File: config.mk
export PLATFORM = sky130hd
export DESIGN_NAME = sr_pulse_encoder
export DESIGN_NICKNAME = d
export VERILOG_FILES = /design/src/rtl/sr_pulse_encoder.sv
export SDC_FILE = /design/constraint.sdc
export NUM_CORES = 1
export LEC_CHECK = 0
export BUFFER_PORTS_ARGS = -buffer_cell sky130_fd_sc_hd__buf_2
export CORE_ASPECT_RATIO = 1.5
export CORE_MARGIN = 2
export CORE_UTILIZATION = 58
export DETAILED_ROUTE_END_ITERATION = 6
export PLACE_DENSITY = 0.75
export SLEW_MARGIN = 30
export SYNTH_ARGS = -nofsm -noshare
export SYNTH_HDL_FRONTEND = slang
export SYNTH_SLANG_ARGS = --single-unit
File: constraint.sdc
create_clock -name clk -period 2.75 [get_ports clk]
set_input_delay 0.4125 -clock clk [delete_from_list [all_inputs] [get_ports clk]]
set_output_delay 0.4125 -clock clk [all_outputs]
set_load 0.005 [all_outputs]
File: src/rtl/sr_pulse_encoder.sv
// Debounces level input d and encodes each accepted edge as a PULSE_W-cycle s (rise) or r (fall) pulse.
// Outputs are registered; the first pulse cycle follows the DEB_CYCLES-th matching sample. No backpressure.
module sr_pulse_encoder #(
   parameter int DEB_CYCLES = 4,
   parameter int PULSE_W    = 2
) (
   input  logic       clk,
   input  logic       rst_n,
   input  logic       en,
   input  logic       d,
   output logic       s,
   output logic       r,
   output logic       level,
   output logic       busy,
   output logic [7:0] evt_cnt
);

   typedef enum logic [2:0] {
      ST_LOW     = 3'd0,
      ST_FILT_UP = 3'd1,
      ST_SET_P   = 3'd2,
      ST_HIGH    = 3'd3,
      ST_FILT_DN = 3'd4,
      ST_RST_P   = 3'd5
   } state_t;

   localparam logic [7:0] DEB_V = 8'(DEB_CYCLES);
   localparam logic [7:0] PW_V  = 8'(PULSE_W);

   state_t     state_q, state_d;
   logic [7:0] cnt_q, cnt_d;
   logic [7:0] pw_q, pw_d;
   logic       s_q, s_d;
   logic       r_q, r_d;
   logic       level_q, level_d;
   logic       busy_q, busy_d;
   logic [7:0] evt_q, evt_d;
   logic       pulse_start;

   // State register: every flop clears asynchronously so a pulse in flight is cut immediately.
   always_ff @(posedge clk or negedge rst_n) begin
      if (!rst_n) begin
         state_q <= ST_LOW;
         cnt_q   <= 8'd0;
         pw_q    <= 8'd0;
         s_q     <= 1'b0;
         r_q     <= 1'b0;
         level_q <= 1'b0;
         busy_q  <= 1'b0;
         evt_q   <= 8'd0;
      end else begin
         state_q <= state_d;
         cnt_q   <= cnt_d;
         pw_q    <= pw_d;
         s_q     <= s_d;
         r_q     <= r_d;
         level_q <= level_d;
         busy_q  <= busy_d;
         evt_q   <= evt_d;
      end
   end

   // Next-state logic. cnt counts consecutive matching samples; pw counts pulse cycles already emitted.
   always_comb begin
      state_d = state_q;
      cnt_d   = cnt_q;
      pw_d    = pw_q;
      case (state_q)
         ST_LOW: begin
            if (en && d) begin
               if (DEB_V == 8'd1) begin
                  state_d = ST_SET_P;
                  cnt_d   = 8'd0;
                  pw_d    = 8'd1;
               end else begin
                  state_d = ST_FILT_UP;
                  cnt_d   = 8'd1;
               end
            end
         end
         ST_FILT_UP: begin
            if (!en || !d) begin
               state_d = ST_LOW;
               cnt_d   = 8'd0;
            end else if (cnt_q + 8'd1 == DEB_V) begin
               state_d = ST_SET_P;
               cnt_d   = 8'd0;
               pw_d    = 8'd1;
            end else begin
               cnt_d = cnt_q + 8'd1;
            end
         end
         ST_SET_P: begin
            if (pw_q == PW_V) begin
               state_d = ST_HIGH;
               pw_d    = 8'd0;
            end else begin
               pw_d = pw_q + 8'd1;
            end
         end
         ST_HIGH: begin
            if (en && !d) begin
               if (DEB_V == 8'd1) begin
                  state_d = ST_RST_P;
                  cnt_d   = 8'd0;
                  pw_d    = 8'd1;
               end else begin
                  state_d = ST_FILT_DN;
                  cnt_d   = 8'd1;
               end
            end
         end
         ST_FILT_DN: begin
            if (!en || d) begin
               state_d = ST_HIGH;
               cnt_d   = 8'd0;
            end else if (cnt_q + 8'd1 == DEB_V) begin
               state_d = ST_RST_P;
               cnt_d   = 8'd0;
               pw_d    = 8'd1;
            end else begin
               cnt_d = cnt_q + 8'd1;
            end
         end
         ST_RST_P: begin
            if (pw_q == PW_V) begin
               state_d = ST_LOW;
               pw_d    = 8'd0;
            end else begin
               pw_d = pw_q + 8'd1;
            end
         end
         default: begin
            state_d = ST_LOW;
            cnt_d   = 8'd0;
            pw_d    = 8'd0;
         end
      endcase
   end

   // Outputs are decoded from the next state so the flops present them on the same edge the state changes.
   always_comb begin
      s_d         = (state_d == ST_SET_P);
      r_d         = (state_d == ST_RST_P);
      busy_d      = (state_d != ST_LOW) && (state_d != ST_HIGH);
      level_d     = (state_d == ST_SET_P) || (state_d == ST_HIGH) || (state_d == ST_FILT_DN);
      pulse_start = ((state_d == ST_SET_P) && (state_q != ST_SET_P)) ||
                    ((state_d == ST_RST_P) && (state_q != ST_RST_P));
      evt_d       = pulse_start ? evt_q + 8'd1 : evt_q;
   end

   assign s       = s_q;
   assign r       = r_q;
   assign level   = level_q;
   assign busy    = busy_q;
   assign evt_cnt = evt_q;

endmodule

==> results of run 1 <==
==> metrics by stage <==
step,hold slack [ns],power (mW)
after floorplan,0.117,1.00
after global placement,0.460,1.12
after detailed placement,0.467,1.15
after CTS,0.189,1.62
after global routing,0.226,1.73
final,0.172,1.61
==> sequential cells by signal, indices dropped and copies added (netlist names) <==
name and flops:
cnt_q 8, r 1, busy 1, state_q 3
s 1, evt_cnt 8, pw_q 8, level 1
==> power breakdown <==
group / total, mW / internal, mW / switching (mW)
combinational: 0.505 / 0.192 / 0.313
sequential: 0.640 / 0.536 / 0.104
clock: 0.464 / 0.293 / 0.171
==> cell type report <==
type | instances | area [sq um] | share of cell area [%]
clock inverters | 2 | 35.0 | 1.80
multi-input cells | 145 | 895 | 46.0
well taps | 39 | 48.8 | 2.51
clock buffers | 6 | 82.6 | 4.24
flip-flops and latches | 31 | 776 | 39.9
inverters | 7 | 26.3 | 1.35
repair buffers | 16 | 82.6 | 4.24
==> worst min-delay path by stage <==
stage | slack [ns] | end | cells past startpoint | startpoint
global placement | 0.46 | evt_cnt[7]$_DFFE_PN0P_ | 1 | evt_cnt[7]$_DFFE_PN0P_
global route | 0.23 | pw_q[2]$_DFFE_PN0P_ | 1 | rst_n
finish | 0.17 | pw_q[0]$_DFFE_PN0P_ | 1 | rst_n
CTS | 0.19 | pw_q[0]$_DFFE_PN0P_ | 1 | rst_n
detailed placement | 0.47 | evt_cnt[7]$_DFFE_PN0P_ | 1 | evt_cnt[7]$_DFFE_PN0P_
floorplan | 0.12 | busy$_DFF_PN0_ | 0 | rst_n
==> metal layers <==
layer / share of wire (%) / vias to the layer above / GRT usage, %
met1: 43 / 693 / 28.2
met2: 52 / 36 / 40.9
met4: 0.93 / 0 / 7.62
li1: - / 711 / -
met3: 3.4 / 5 / 5.91
met5: 0 / - / 0
==> critical path, cell delays in order, from the launching register on <==
cell	delay, ns
dfrtp_1	0.41
ha_1	0.24
nand2b_1	0.10
or3_1	0.21
nor3_1	0.07
buf_4	0.16
a31oi_1	0.59
o21ai_0	0.19
o31ai_1	0.10
==> cell families (layout without fill, tap and decap cells) <==
logic type | count (synthesis) | count (layout) | share of synthesized area [%]
and+or+nand+nor | 75 | 75 | 22.6
AOI/OAI and AO/OA | 50 | 50 | 18.0
DFF | 31 | 31 | 45.1
buffers and inverters | 13 | 31 | 2.98
xor gates and xnor gates | 12 | 12 | 6.10
adders and majority gates | 4 | 4 | 2.91
muxes | 4 | 4 | 2.40
==> Yosys cell counts (all sizes together) <==
master  instances  share of area [%]
a32oi           1               0.51
a21o            1               0.44
nor3            3               0.87
nor2b           5                1.8
mux2i           3                1.7
and3            7                2.8
o211ai          1               0.73
a211oi          2               0.87
nand2          21                4.6
ha              4                2.9
dfrtp          31                 45
nand4           4                1.5
a21oi           5                1.5
and3b           1               0.51
a22oi           1               0.44
o31ai           4                1.7
or3             1               0.36
a2111o          1               0.65
nand3          12                3.5
and2            1               0.36
buf             2               0.58
o22ai           3                1.1
nand2b          3                1.1
nor4            3                2.0
nor3b           1               0.44
nor2           13                2.8
a311o           1               0.58
xnor2           7                3.6
xor2            5                2.5
o21ai          26                7.6
a22o            3                1.5
a31oi           1               0.36
mux2            1               0.65
clkbuf          4               0.87
inv             7                1.5
==> results.sh, run 1 <==
export IMPL_vdd_drop_max_v=0.000719
export IMPL_wl_microns=3550
export IMPL_track_usage_pct=23.4
export IMPL_rsz0062_at_grt="no"
export IMPL_htree_levels=2
export IMPL_setup_viol=0
export IMPL_slew_limit_headroom_pct=51.8
export IMPL_period_share_pct=78.7
export IMPL_avgViaCountPerCell=5.87
export IMPL_synth_distinct_cells=37
export IMPL_status="finished clean"
export IMPL_worstPathMaxFanout=9
export IMPL_place_inst=238
export IMPL_cts_path_max_buffers=2
export IMPL_post_drt_wl_per_cell_microns=14.4
export IMPL_cp_endpoint="pw_q[3]$_DFFE_PN0P_"
export IMPL_synth_seq_cells=31
export IMPL_max_freq_mhz=462
export IMPL_rr_startpoint="cnt_q[0]$_DFFE_PN0P_"
export IMPL_place_gp_congestion=0.904
export IMPL_cts_clk_slew_worst_paths_ns=0.07
export IMPL_cts_tree="yes"
export IMPL_grt_pass1_wl_microns=6210
export IMPL_drv_cap=0
export IMPL_clk_latency_ns=0.28
export IMPL_antenna_found_initial=0
export IMPL_place_area_sq_um=1830
export IMPL_startpoint_type="register"
export IMPL_port_buffers=15
export IMPL_hold_buffers=0
export IMPL_antenna_left=0
export IMPL_antenna_cells=0
export IMPL_crit_arrival_ns=2.35
export IMPL_ctsResizeCount=0
export IMPL_tightest_slew_ns=0.719
export IMPL_drv_slew=0
export IMPL_overflow=0
export IMPL_reg2reg_slack_ns=0.59
export IMPL_die_area_sq_um=3430
export IMPL_final_cells=246
export IMPL_num_rows=24
export IMPL_avgSynthCellArea_sq_um=9.11
export IMPL_core_area_sq_um=2880
export IMPL_drt_first_pass_iters=4
export IMPL_hold_viol=0
export IMPL_die_w_microns=48.5
export IMPL_fin_area_sq_um=1950
export IMPL_syn_to_final_growth_pct=13.0
export IMPL_num_nets_final=214
export IMPL_syn_num_nets=197
export IMPL_fp_dieH_microns=70.7
export IMPL_boundaryPins=16
export IMPL_p_leak_nw=0.910
export IMPL_skew_ns=0.00395
export IMPL_root_buffer="clkbuf_8"
export IMPL_ys_warn_count=0
export IMPL_place_ws_ns=0.619
export IMPL_period_minus_slack_ns=2.16
export IMPL_end_kind="register"
export IMPL_seq_area_frac_synth_pct=45.1
export IMPL_holdCritPathClass="input port to asynchronous set/reset pin"
export IMPL_worst_slack_ns=0.585
export IMPL_final_util_pct=67.5
export IMPL_cts_inserted_buffers=5
export IMPL_grt_pass1_vias=1388
export IMPL_cts_setup_buffers=0
export IMPL_layout_commonest_cell="dfrtp_1"
export IMPL_cts_sinks=31
export IMPL_dpl_hpwl_microns=2490
export IMPL_first_iter_violations=67
export IMPL_critical_path_class="register to register"
export IMPL_synthCells=189
export IMPL_synth_area_sq_um=1720
export IMPL_reg2reg_depth=8
export IMPL_setup_worst_path_start="cnt_q[0]$_DFFE_PN0P_"
export IMPL_initial_core_util_pct=59.7
export IMPL_via_count=1445
export IMPL_layout_common_cells="dfrtp_1, o21ai_0, nand2_1"
export IMPL_grt_max_degree=32
export IMPL_final_setup_tns_ns=0
export IMPL_r2r_end="pw_q[3]$_DFFE_PN0P_"
export IMPL_power_density_nw_per_um2=827
export IMPL_nFillCells=223
export IMPL_drive_gt1_share_pct=13.5
export IMPL_route_detailed_drc=0
export IMPL_crit_required_ns=2.93
Power figures use the tool's default switching activity.
==> run 2: changes to the inputs <==
- CORE_UTILIZATION: 58 -> 52
- PLACE_DENSITY: 0.75 -> 0.71
- clock period: 2.75 -> 1.9 ns (I/O delays scaled with it)
==> results.sh, run 2 (synthesized netlist as in run 1, its figures left out) <==
export IMPL_hold_buffers=0
export IMPL_overflow=0
export IMPL_slew_limit_headroom_pct=54.3
export IMPL_power_density_nw_per_um2=1170
export IMPL_startpoint_type="register"
export IMPL_p_leak_nw=1.07
export IMPL_post_drt_wl_per_cell_microns=14.9
export IMPL_final_cells=276
export IMPL_clk_latency_ns=0.29
export IMPL_intPower_mw=1.64
export IMPL_port_buffers=15
export IMPL_worstPathMaxFanout=9
export IMPL_pwr_share_clk_pct=25.3
export IMPL_boundaryPins=16
export IMPL_fin_total_pwr_mw=2.60
export IMPL_cts_inserted_buffers=5
export IMPL_fp_dieH_microns=74.5
export IMPL_p_comb_share_pct=39.8
export IMPL_first_iter_violations=56
export IMPL_holdCritPathClass="input port to asynchronous set/reset pin"
export IMPL_vdd_drop_max_v=0.00100
export IMPL_drv_cap=0
export IMPL_initial_core_util_pct=54.5
export IMPL_setup_viol=9
export IMPL_antenna_cells=0
export IMPL_cts_clk_slew_worst_paths_ns=0.07
export IMPL_hold_viol=0
export IMPL_syn_to_final_growth_pct=28.8
export IMPL_grt_pass1_vias=1578
export IMPL_die_area_sq_um=3800
export IMPL_crit_arrival_ns=2.11
export IMPL_critical_path_class="register to register"
export IMPL_drt_first_pass_iters=4
export IMPL_drv_slew=0
export IMPL_via_count=1577
export IMPL_p_switching_uw=960
export IMPL_antenna_left=0
export IMPL_place_ws_ns=-0.167
export IMPL_die_w_microns=51.0
export IMPL_tightest_slew_ns=0.685
export IMPL_place_inst=261
export IMPL_crit_required_ns=2.07
export IMPL_place_gp_congestion=0.762
export IMPL_rsz0062_at_grt="yes"
export IMPL_grt_max_degree=32
export IMPL_nFillCells=245
export IMPL_wl_microns=4100
export IMPL_layout_common_cells="dfrtp_1, buf_4, o21ai_0"
export IMPL_htree_levels=2
export IMPL_end_kind="register"
export IMPL_period_minus_slack_ns=1.94
export IMPL_avgViaCountPerCell=5.71
export IMPL_root_buffer="clkbuf_8"
export IMPL_grt_pass1_wl_microns=7000
export IMPL_swShare_pct=37.0
export IMPL_drive_gt1_share_pct=27.5
export IMPL_cts_path_max_buffers=2
export IMPL_cts_tree="yes"
export IMPL_core_area_sq_um=3160
export IMPL_layout_commonest_cell="dfrtp_1"
export IMPL_antenna_found_initial=0
export IMPL_route_detailed_drc=0
export IMPL_period_share_pct=102
export IMPL_holdWs_ns=0.0327
export IMPL_seqPwrFrac_pct=34.9
export IMPL_num_rows=25
export IMPL_violations="negative setup slack"
export IMPL_status="finished, violations left"
export IMPL_track_usage_pct=24.8
export IMPL_max_freq_mhz=515
export IMPL_cts_sinks=31
export IMPL_dpl_hpwl_microns=2900
export IMPL_worst_slack_ns=-0.0414
export IMPL_num_nets_final=243
export IMPL_skew_ns=0.00402
==> run 2: cell count changes in the layout (fill, tap and decap cells not counted), moves of 2 or more <==
cell     change
o21ai_1      +3
o21ai_0      -4
buf_6        +2
buf_4       +27
==> run 2: worst max-delay path, stage by stage (launching register included) <==
cell and delay (ns):
dfrtp_1 0.39, ha_2 0.20, nand2b_1 0.07, or3_4 0.36
nor3_1 0.14, buf_4 0.15, a31oi_1 0.08, buf_4 0.18
o21ai_0 0.14, o21ai_0 0.10
==> run 2: final cells by class <==
type	count	area, sq um	area share, %
timing repair buffer	45	308	13.9
inverter	7	26.3	1.19
clock inverter	3	43.8	1.98
tap	40	50.0	2.26
clock buffer	5	68.8	3.10
multi-input combinational	145	945	42.6
sequential	31	776	35.0
==> run 2: power groups by stage <==
stage | logic [mW] | clock network, mW | registers [mW]
after floorplan | 0.583 | 0 | 0.869
after global placement | 0.864 | 0 | 0.897
after detailed placement | 0.916 | 0 | 0.905
after CTS | 0.941 | 0.670 | 0.894
after global routing | 1.15 | 0.695 | 0.921
final | 1.03 | 0.657 | 0.907
==> run 2: final timing paths <==
check | slack, ns | from | end | cells past startpoint
max | -0.04 | cnt_q[1]$_DFFE_PN0P_ | pw_q[5]$_DFFE_PN0P_ | 9
min | 0.03 | rst_n | evt_cnt[2]$_DFFE_PN0P_ | 1
max reg2reg | -0.04 | cnt_q[1]$_DFFE_PN0P_ | pw_q[5]$_DFFE_PN0P_ | 9
min reg2reg | 0.46 | evt_cnt[7]$_DFFE_PN0P_ | evt_cnt[7]$_DFFE_PN0P_ | 1
max in group asynchronous | 1.43 | rst_n | pw_q[4]$_DFFE_PN0P_ | 1
min in group clk | 0.46 | evt_cnt[7]$_DFFE_PN0P_ | evt_cnt[7]$_DFFE_PN0P_ | 1
==> run 2: per-stage QoR <==
step / TNS (ns) / utilization [%] / area, sq um
2_1_floorplan: -0.0472 / - / 1730
3_3_place_gp: -0.213 / 63.3 / 2000
3_5_place_dp: -0.645 / 63.3 / 2000
4_1_cts: -0.198 / 68.1 / 2150
5_1_grt: -1.49 / 70.2 / 2220
6_report: -0.217 / 70.2 / 2220
==> run 2: repair_timing <==
item,CTS,global route
pin swaps,6,3
setup endpoints to repair,14,17
gates resized for setup,6,9
buffers inserted,3,4
==> run 2: metal layers <==
layer	vias up	global-route usage, %	share of wire [%]
met3	12	5.82	3.0
met1	757	26.4	40
li1	774	-	-
met5	-	0	0
met4	0	14.1	3.2
met2	34	44.3	54
==> run 3: changes to the inputs <==
- PLACE_DENSITY: 0.71 -> 0.74
==> results.sh, run 3 (synthesized netlist as in run 1, its figures left out) <==
export IMPL_syn_to_final_growth_pct=28.6
export IMPL_place_ws_ns=-0.144
export IMPL_rsz0062_at_grt="yes"
export IMPL_die_area_sq_um=3800
export IMPL_final_cells=271
export IMPL_first_iter_violations=43
export IMPL_grt_pass1_vias=1605
export IMPL_grt_pass1_wl_microns=7090
export IMPL_via_count=1576
export IMPL_crit_arrival_ns=2.13
export IMPL_antenna_cells=0
export IMPL_initial_core_util_pct=54.5
export IMPL_status="finished, violations left"
export IMPL_post_drt_wl_per_cell_microns=15.7
export IMPL_worst_slack_ns=-0.0505
export IMPL_crit_chain="ha_2 -> nand2b_1 -> or3_4 -> nor4_4 -> buf_4 -> buf_6 -> nand4_1 -> xnor2_1"
export IMPL_hold_buffers=0
export IMPL_worstPathMaxFanout=3
export IMPL_core_area_sq_um=3160
export IMPL_clk_latency_ns=0.29
export IMPL_cts_clk_slew_worst_paths_ns=0.07
export IMPL_track_usage_pct=24.8
export IMPL_die_w_microns=51.0
export IMPL_vdd_drop_max_v=0.000715
export IMPL_drv_slew=0
export IMPL_end_kind="register"
export IMPL_htree_levels=2
export IMPL_drv_cap=0
export IMPL_startpoint_type="register"
export IMPL_drive_gt1_share_pct=29.4
export IMPL_hold_viol=0
export IMPL_critical_path_class="register to register"
export IMPL_antenna_found_initial=0
export IMPL_place_inst=260
export IMPL_period_share_pct=103
export IMPL_crit_slowest_cell="dfrtp_1"
export IMPL_cts_tree="yes"
export IMPL_boundaryPins=16
export IMPL_overflow=0
export IMPL_period_minus_slack_ns=1.95
export IMPL_avgViaCountPerCell=5.82
export IMPL_worst_path_largest_cell_delay_ns=0.39
export IMPL_max_freq_mhz=513
export IMPL_fp_dieH_microns=74.5
export IMPL_grt_max_degree=32
export IMPL_tightest_slew_ns=0.686
export IMPL_layout_common_cells="dfrtp_1, buf_4, nand2_1"
export IMPL_layout_commonest_cell="dfrtp_1"
export IMPL_skew_ns=0.00287
export IMPL_violations="negative setup slack"
export IMPL_cts_sinks=31
export IMPL_p_leak_nw=1.05
export IMPL_port_buffers=15
export IMPL_route_detailed_drc=0
export IMPL_cts_inserted_buffers=5
export IMPL_crit_required_ns=2.08
export IMPL_setup_viol=9
export IMPL_root_buffer="clkbuf_8"
export IMPL_place_gp_congestion=0.829
export IMPL_slew_limit_headroom_pct=54.3
export IMPL_num_nets_final=238
export IMPL_num_rows=25
export IMPL_antenna_left=0
export IMPL_wl_microns=4250
export IMPL_drt_first_pass_iters=4
export IMPL_final_util_pct=70.1
export IMPL_holdCritPathClass="input port to asynchronous set/reset pin"
export IMPL_power_density_nw_per_um2=1170
export IMPL_dpl_hpwl_microns=3030
export IMPL_cts_path_max_buffers=2
==> run 3: worst max-delay path: cells and delay by family, from the launching register on <==
kind	cells	cell delay [ns]
XOR/XNOR	1	0.14
buffers and inverters	2	0.27
adder cells (fa/ha/maj)	1	0.19
AND/OR/NAND/NOR	4	0.85
flip-flops	1	0.39
==> run 3: cell type report <==
| cell class | instances | area, sq um |
|---|---|---|
| multi-input cells | 145 | 980 |
| fillers | 234 | 945 |
| flip-flops and latches | 31 | 776 |
| repair buffers | 40 | 270 |
| clock buffers | 5 | 68.8 |
| well taps | 40 | 50.0 |
| clock inverters | 3 | 43.8 |
| inverters | 7 | 26.3 |
==> run 3: final timing paths <==
path                                              from                     end  slack [ns]  cells past startpoint
max in group asynchronous                        rst_n     pw_q[4]$_DFFE_PN0P_        1.43                      1
worst max register to register    cnt_q[1]$_DFFE_PN0P_  evt_cnt[4]$_DFFE_PN0P_       -0.05                      8
worst min-delay path                             rst_n  evt_cnt[7]$_DFFE_PN0P_        0.03                      1
worst min register to register  evt_cnt[7]$_DFFE_PN0P_  evt_cnt[7]$_DFFE_PN0P_        0.46                      1
worst max-delay path              cnt_q[1]$_DFFE_PN0P_  evt_cnt[4]$_DFFE_PN0P_       -0.05                      8
min in group clk                evt_cnt[7]$_DFFE_PN0P_  evt_cnt[7]$_DFFE_PN0P_        0.46                      1
==> run 3: where the power goes <==
part	switching, mW	total (mW)	internal (mW)	leakage, nW
clock	0.268	0.658	0.390	0.0581
sequential	0.130	0.907	0.777	0.412
combinational	0.594	1.02	0.428	0.582
total	0.992	2.59	1.59	1.05
==> run 3: routing by layer <==
metal	wire length (microns)	vias to the layer above	track usage (%)	share of wire (%)
met5	0	-	0	0
met2	2460	37	47.0	58
met3	134	11	4.42	3.2
met1	1530	767	25.4	36
met4	115	0	13.2	2.7
li1	-	761	-	-
==> run 3: repair_timing <==
item | 4_1_cts | 5_1_grt
gates cloned | 0 | 0
resized for setup | 11 | 17
endpoints found under the setup margin | 17 | 20
pin swaps | 7 | 9
buffers inserted | 0 | 3
==> run 3: per-stage QoR <==
step                      power [mW]  cell area [sq um]  hold slack [ns]  TNS [ns]
after floorplan                 1.45               1730          -0.0106   -0.0472
after global placement          1.74               1990            0.344    -0.211
after detailed placement        1.81               1990            0.364    -0.999
after CTS                       2.49               2130           0.0479    -0.502
after global routing            2.75               2210           0.0839     -1.64
final                           2.59               2210           0.0329    -0.230
